===== src/rtl/keypad_scan_ctrl.sv =====
// Scan/debounce sequencer for a 4x4 keypad sharing one external debouncer.
// Rows are driven one-cold; one candidate key at a time is handed to the debouncer.
module keypad_scan_ctrl #(
  parameter int SETTLE  = 16,
  parameter int TIMEOUT = 16384
) (
  input  logic       clk,
  input  logic       rstn,
  input  logic       scan_en,
  input  logic [3:0] col_n,
  output logic [3:0] row_n,
  output logic       dbnc_req,
  output logic [3:0] dbnc_active_row,
  output logic [3:0] dbnc_active_col,
  input  logic       dbnc_high,
  input  logic       dbnc_low,
  output logic [3:0] key_code,
  output logic       key_valid,
  output logic       key_held
);

  localparam int SW = $clog2(SETTLE + 1);
  localparam int TW = $clog2(TIMEOUT + 1);
  localparam logic [SW-1:0] SETTLE_LAST = SW'(SETTLE - 1);
  localparam logic [TW-1:0] TIMER_LAST  = TW'(TIMEOUT - 1);

  typedef enum logic [1:0] {SCAN, PRESS, HELD} state_t;

  state_t        state, state_nx;
  logic [3:0]    col_meta, col_s;
  logic [SW-1:0] settle_cnt, settle_nx;
  logic [TW-1:0] timer, timer_nx;
  logic [3:0]    row_nx, act_row_nx, act_col_nx, code_nx;
  logic          req_nx, valid_nx, held_nx;

  // Column 0 has priority when several columns read low.
  function automatic logic [3:0] lowest_zero(input logic [3:0] v);
    if (!v[0])      return 4'b1110;
    else if (!v[1]) return 4'b1101;
    else if (!v[2]) return 4'b1011;
    else            return 4'b0111;
  endfunction

  function automatic logic [1:0] idx_of(input logic [3:0] oc);
    case (oc)
      4'b1101: return 2'd1;
      4'b1011: return 2'd2;
      4'b0111: return 2'd3;
      default: return 2'd0;
    endcase
  endfunction

  always_comb begin
    state_nx   = state;
    settle_nx  = settle_cnt;
    timer_nx   = timer;
    row_nx     = row_n;
    req_nx     = dbnc_req;
    act_row_nx = dbnc_active_row;
    act_col_nx = dbnc_active_col;
    code_nx    = key_code;
    held_nx    = key_held;
    valid_nx   = 1'b0;
    case (state)
      SCAN: begin
        if (scan_en) begin
          if (settle_cnt == SETTLE_LAST) begin
            if (col_s != 4'hf) begin
              act_col_nx = lowest_zero(col_s);
              act_row_nx = row_n;
              timer_nx   = '0;
              req_nx     = 1'b1;
              state_nx   = PRESS;
            end else begin
              row_nx    = {row_n[2:0], row_n[3]};
              settle_nx = '0;
            end
          end else begin
            settle_nx = settle_cnt + SW'(1);
          end
        end
      end
      PRESS: begin
        timer_nx = timer + TW'(1);
        if (dbnc_high) begin
          valid_nx = 1'b1;
          held_nx  = 1'b1;
          code_nx  = {idx_of(dbnc_active_row), idx_of(dbnc_active_col)};
          timer_nx = '0;
          state_nx = HELD;
        end else if (dbnc_low || timer == TIMER_LAST) begin
          // Bounce or no verdict: drop the candidate and move on to the next row.
          req_nx     = 1'b0;
          act_row_nx = 4'hf;
          act_col_nx = 4'hf;
          row_nx     = {row_n[2:0], row_n[3]};
          settle_nx  = '0;
          timer_nx   = '0;
          state_nx   = SCAN;
        end
      end
      HELD: begin
        if (dbnc_low) begin
          held_nx    = 1'b0;
          req_nx     = 1'b0;
          act_row_nx = 4'hf;
          act_col_nx = 4'hf;
          row_nx     = {row_n[2:0], row_n[3]};
          settle_nx  = '0;
          state_nx   = SCAN;
        end
      end
      default: state_nx = SCAN;
    endcase
  end

  always_ff @(posedge clk or negedge rstn) begin
    if (!rstn) begin
      col_meta        <= 4'hf;
      col_s           <= 4'hf;
      state           <= SCAN;
      settle_cnt      <= '0;
      timer           <= '0;
      row_n           <= 4'b1110;
      dbnc_req        <= 1'b0;
      dbnc_active_row <= 4'hf;
      dbnc_active_col <= 4'hf;
      key_code        <= 4'h0;
      key_valid       <= 1'b0;
      key_held        <= 1'b0;
    end else begin
      col_meta        <= col_n;
      col_s           <= col_meta;
      state           <= state_nx;
      settle_cnt      <= settle_nx;
      timer           <= timer_nx;
      row_n           <= row_nx;
      dbnc_req        <= req_nx;
      dbnc_active_row <= act_row_nx;
      dbnc_active_col <= act_col_nx;
      key_code        <= code_nx;
      key_valid       <= valid_nx;
      key_held        <= held_nx;
    end
  end

endmodule


===== config.mk =====
export PLATFORM = sky130hd
export DESIGN_NAME = keypad_scan_ctrl
export DESIGN_NICKNAME = d
export VERILOG_FILES = /design/src/rtl/keypad_scan_ctrl.sv
export SDC_FILE = /design/constraint.sdc
export NUM_CORES = 1
export LEC_CHECK = 0
export CAP_MARGIN = 10
export CORE_AREA = 2 2 76 78
export CTS_CLUSTER_DIAMETER = 80
export DETAILED_ROUTE_END_ITERATION = 10
export DIE_AREA = 0 0 78 80
export PLACE_DENSITY = 0.76
export SETUP_SLACK_MARGIN = 0.3
export SYNTH_ARGS = -nofsm -noshare
export SYNTH_HDL_FRONTEND = slang
export SYNTH_SLANG_ARGS = --single-unit

===== constraint.sdc =====
create_clock -name clk -period 2.9 [get_ports clk]
set_input_delay 0.87 -clock clk [delete_from_list [all_inputs] [get_ports clk]]
set_output_delay 0.87 -clock clk [all_outputs]
set_load 0.01 [all_outputs]

### Word level (Yosys, flattened, before mapping)

Index checks and enable logic that the tools add are counted.

* logic and storage cells: 101
* register bits: 49
* bits of input ports: 9

* reduce and logical (&&, ||, !) cells: 12
* multiplexer cells: 54
* equal/unequal tests: 21
* add/sub/neg operators: 2

Operators with widths (count)
* 2-to-1 mux 15 bit: 5
* 2-to-1 mux 4 bit: 18
* one-hot mux 4 bit (3 select lines): 3
* 2-to-1 mux 5 bit: 6
* one-hot mux 15 bit (2 select lines): 1
* one-hot mux 2 bit (3 select lines): 3
* == test 4 bit, second input constant: 4
* inequality test 2 bit, second input constant: 8
* adder 15 x 1 -> 15 bit, second input constant: 1
* == test 15 x 14 -> 1 bit, second input constant: 1
* one-hot mux 5 bit (3 select lines): 1
* AND reduction 7 bit: 2
* 2-to-1 mux 2 bit: 6
* 2-to-1 mux 1 bit: 9
* == test 4 x 3 -> 1 bit, second input constant: 2
* inequality test 3 bit, second input constant: 2
* AND reduction 6 bit: 1
* adder 5 x 1 -> 5 bit, second input constant: 1
* == test 5 x 4 -> 1 bit, second input constant: 1
* AND reduction 5 bit: 1
* inequality test 4 bit, second input constant: 1
* AND reduction 4 bit: 1
* nonzero test 2 bit: 2
* one-hot mux 1 bit (3 select lines): 1
* other kinds (8): 8

### Logic depth before layout (Yosys ltp)

* word-level depth: 7
* depth in mapped cells: 9

### Least setup slack after synthesis

Ideal clock, no wire load.

* path kind: input to register
* from: input port dbnc_high
* to: register row_n[0]
* stages: 6
* library setup time: 0.128 ns
* arrival time: 2.095 ns
* path buffers: 0
* setup slack: 0.678 ns
* cell sequence: nand2_1 -> inv_1 -> nor3_1 -> o21ai_2 -> a211o_1 -> mux2_1

* longest elaborated chain between the ends: 2

Ends and longest elaborated chain
* start: declaration: line 15 `input logic dbnc_high,`
* inequality test 2 bit (no source line)
* AND reduction 7 bit (no source line)
* end signal: assignment: line 137 `row_n <= row_nx;`
* end: declaration: line 11 `output logic [3:0] row_n,`

No other way between the ends.
A chain may end at the register's enable or synchronous reset.

### Worst setup path in the final report

* from: input port dbnc_low
* to: register timer[1]

* longest elaborated chain between the ends: 4

Ends and longest elaborated chain
* start: declaration: line 16 `input logic dbnc_low,`
* logical OR 1 bit: line 91 `end else if (dbnc_low || timer == TIMER_LAST) begin`
* 2-to-1 mux 15 bit: line 91
* 2-to-1 mux 15 bit: line 85 `if (dbnc_high) begin`
* one-hot mux 15 bit (2 select lines): line 64 `case (state)`
* end signal: assignment: line 136 `timer <= timer_nx;`
* end: declaration: line 32 `logic [TW-1:0] timer, timer_nx;`

No other way between the ends.

==> results.md <==
- Status: complete, no violations
- Depth of the most critical reg-to-reg path: 6
- Critical path class: in -> reg
- WP depth: 6
- I/O pin total: 28
- Max-slew violation total from the final report: 0
- Ratio of cells with drive above 1 in the final layout: 0.1623
- Die Span X: between 70 and 80 µm
- TritonCTS clock tree: yes
- FFs w/ async S/R, synth: 1.000
- YS warnings: 0
- Fmax: ~0.41 GHz
- Startpoint Class: input port
- FF+latch count, synth: about 50
- N_diodes: 0
- Crit-path most repeated cell: or2_2
- Reg clk slew, reported paths: 0.09 ns
- Hold_buf cts: 0
- Worst Max-Slew Pin Slew: around 0.52 ns
- Final TNS setup: 0 ns
- Final Routed Wirelength: roughly 4600 µm
- Static Leak: between 1 and 1.5 nW
- Most frequent cell after synthesis: dfrtp_1
- Setup bufs post-CTS: 0
- CTS Buf Count: 5
- Crit end category: flop
- Final Hold Viols: 0
- Fin util: 0.5296
- Slowest stage delay, CP: 0.45 ns
- Routed Antenna Nets: 0
- Dpl cells: approximately 330
- Period Utilization, post-route: 0.8440
- Total GRT Usage: 0.1580
- Vias per cell: 5.421
- Synthesized area per cell: slightly above 10 µm²
- Wire per inst: between 10 and 15 µm
- CTS resizes: 0
- Grt ovf: 0
- Library cells used by synthesis: between 40 and 50
- Post-synth EDFFs: 0
- Number of global-route vias before repair: 1704
- Crit path cell chain: clkdlybuf4s50_1 -> nand2b_1 -> or2_2 -> or2_2 -> nor2_1 -> a22o_1
- Crit path buf inv count: 1
- Power per cell area: ~840 mW/mm²
- Tot Pwr: between 0.002 and 0.0025 W
- First-pass GRT wire length: 7941 µm
- Synthesized Nets: approximately 250
- Top cells by area, synth: dfrtp_1 32%, dfstp_2 21%, o21ai_0 4.8%
- # rows: 27
- Clock sinks: between 40 and 50
- Post-Layout Cell Count: between 300 and 400
- Top FF cell, synth: dfrtp_1
- Syn-to-layout area delta: 20.48%
- Clk_lat worst skew: around 0.3 ns
- VDD IR-drop max: approximately 0.44 mV
- Bufs on Longest Clock Path: 2
- Placed cell areas: 0.002763 mm²
- Drt first pass iters: 4
- RSZ-0062 raised after global routing: no
- Initial antenna violation count: 0
- Die area: about 0.0062 mm²
- Arrival time worst endpoint: 2.68 ns
- Final setup viols: 0
- Seq/Total Area, Yosys: 0.5261
- Port-buffer cells: 27
- Worst hold path class: reg -> reg
- Post-route clock skew: 0.009174 ns
- Hold depth: 0
- Initial Util: 0.4396
- Yosys top cell by area: dfrtp_1
- Root buffer cell: clkbuf_8
- Synth top cells by count: 30 x dfrtp_1, 27 x nand2_1, 23 x o21ai_0, 19 x dfstp_2, 14 x nor2_1
- H-tree Lvls: 2
- Die height: about 80 µm
- # DRC: 0
- Final instance area: around 0.0029 mm²
- CP max-delay cell: clkdlybuf4s50_1
- Final nets: 279
- Top delay family on crit path: simple AND/OR/NAND/NOR gates
- Synth top area share: 0.3160
- Largest net degree at the start of global routing: 27
- Placer congestion estimate: between 0.8 and 0.9
- Starting DRT DRC Count: 158
- Synthesized instance count: 230
- Worst path required time: between 3 and 4 ns
- Minimum clock period: roughly 2.4 ns
- CORE AREA: approximately 0.0054 mm²
- Vias: around 1800
- Headroom to the max-slew limit: 0.6464
- Crit Path Max Fanout: 7
- HPWL Detailed: around 3400 µm
- Max-cap violation count: 0
- Synth Cell Area: approximately 0.0024 mm²
per-stage QoR:
step	hold WS (ns)	setup WS, ns
after floorplan	0.3452	0.6777
after global placement	0.3474	0.1868
after detailed placement	0.3472	0.1558
after CTS	0.3609	0.4793
after global routing	0.3636	0.3413
final	0.3605	0.4524
flip-flops by register name, indices dropped and copies added (netlist names), 2 cells and up:
signal           flops
timer               15
settle_cnt           5
col_meta             4
col_s                4
dbnc_active_col      4
dbnc_active_row      4
key_code             4
row_n                4
state                2
final timing paths:
check | startpoint | to | slack [ns]
max | dbnc_low | timer[1] | 0.45
min | col_meta[2] | col_s[2] | 0.36
max reg2reg | timer[0] | row_n[0] | 0.62
min reg2reg | col_meta[2] | col_s[2] | 0.36
max in group asynchronous | rstn | col_meta[3] | 1.76
min in group asynchronous | rstn | key_code[2] | 0.54
cells in the final DEF (no fill, tap or decap), types with 2 or more instances in the layout:
master and count:
o21a_1 2, a31oi_1 6, clkdlybuf4s50_1 26, dfstp_2 19
o41ai_1 2, nand3_1 11, nand4_1 4, nand2b_1 6
a41oi_1 2, nor3_1 4, nor2_1 14, nand4_2 2
inv_1 8, and2_1 4, ha_1 6, o211ai_1 2
xor2_1 4, nand2_1 27, o21ai_0 23, dfrtp_1 30
nor2b_1 3, mux2i_1 2, and3_1 2, nor4_1 3
a21o_1 4, buf_4 4, clkbuf_8 6, mux2_1 4
or2_2 2, a21oi_1 2, o31ai_1 7, a22o_1 5
layout make-up:
class,instances,area (µm²)
clock buffer,6,82.58
fill,493,2542
sequential,49,1250
tap,72,90.09
multi-input combinational,168,1077
inverter,8,30.03
timing repair buffer,32,315.3
clock inverter,2,17.52
per-layer routing:
metal	part of all wire	up-vias	track usage
met5	0	-	0
met3	0.028	4	0.03167
met4	0.0099	0	0.04912
met2	0.47	32	0.2448
li1	-	906	-
met1	0.49	885	0.2238
logic make-up after synthesis:
group | share of synthesized area
DFF | 0.5261
muxes | 0.02738
and+or+nand+nor | 0.2001
AOI/OAI and AO/OA | 0.1796
xor gates and xnor gates | 0.01474
adders and majority gates | 0.03159
buffers and inverters | 0.02054
power by group:
group	total (W)	internal, W	switching, W
Sequential	0.000984	0.000860	0.000124
Clock	0.000431	0.000198	0.000233
Combinational	0.000984	0.000459	0.000524
No activity file was read; power rests on OpenSTA's default activity.
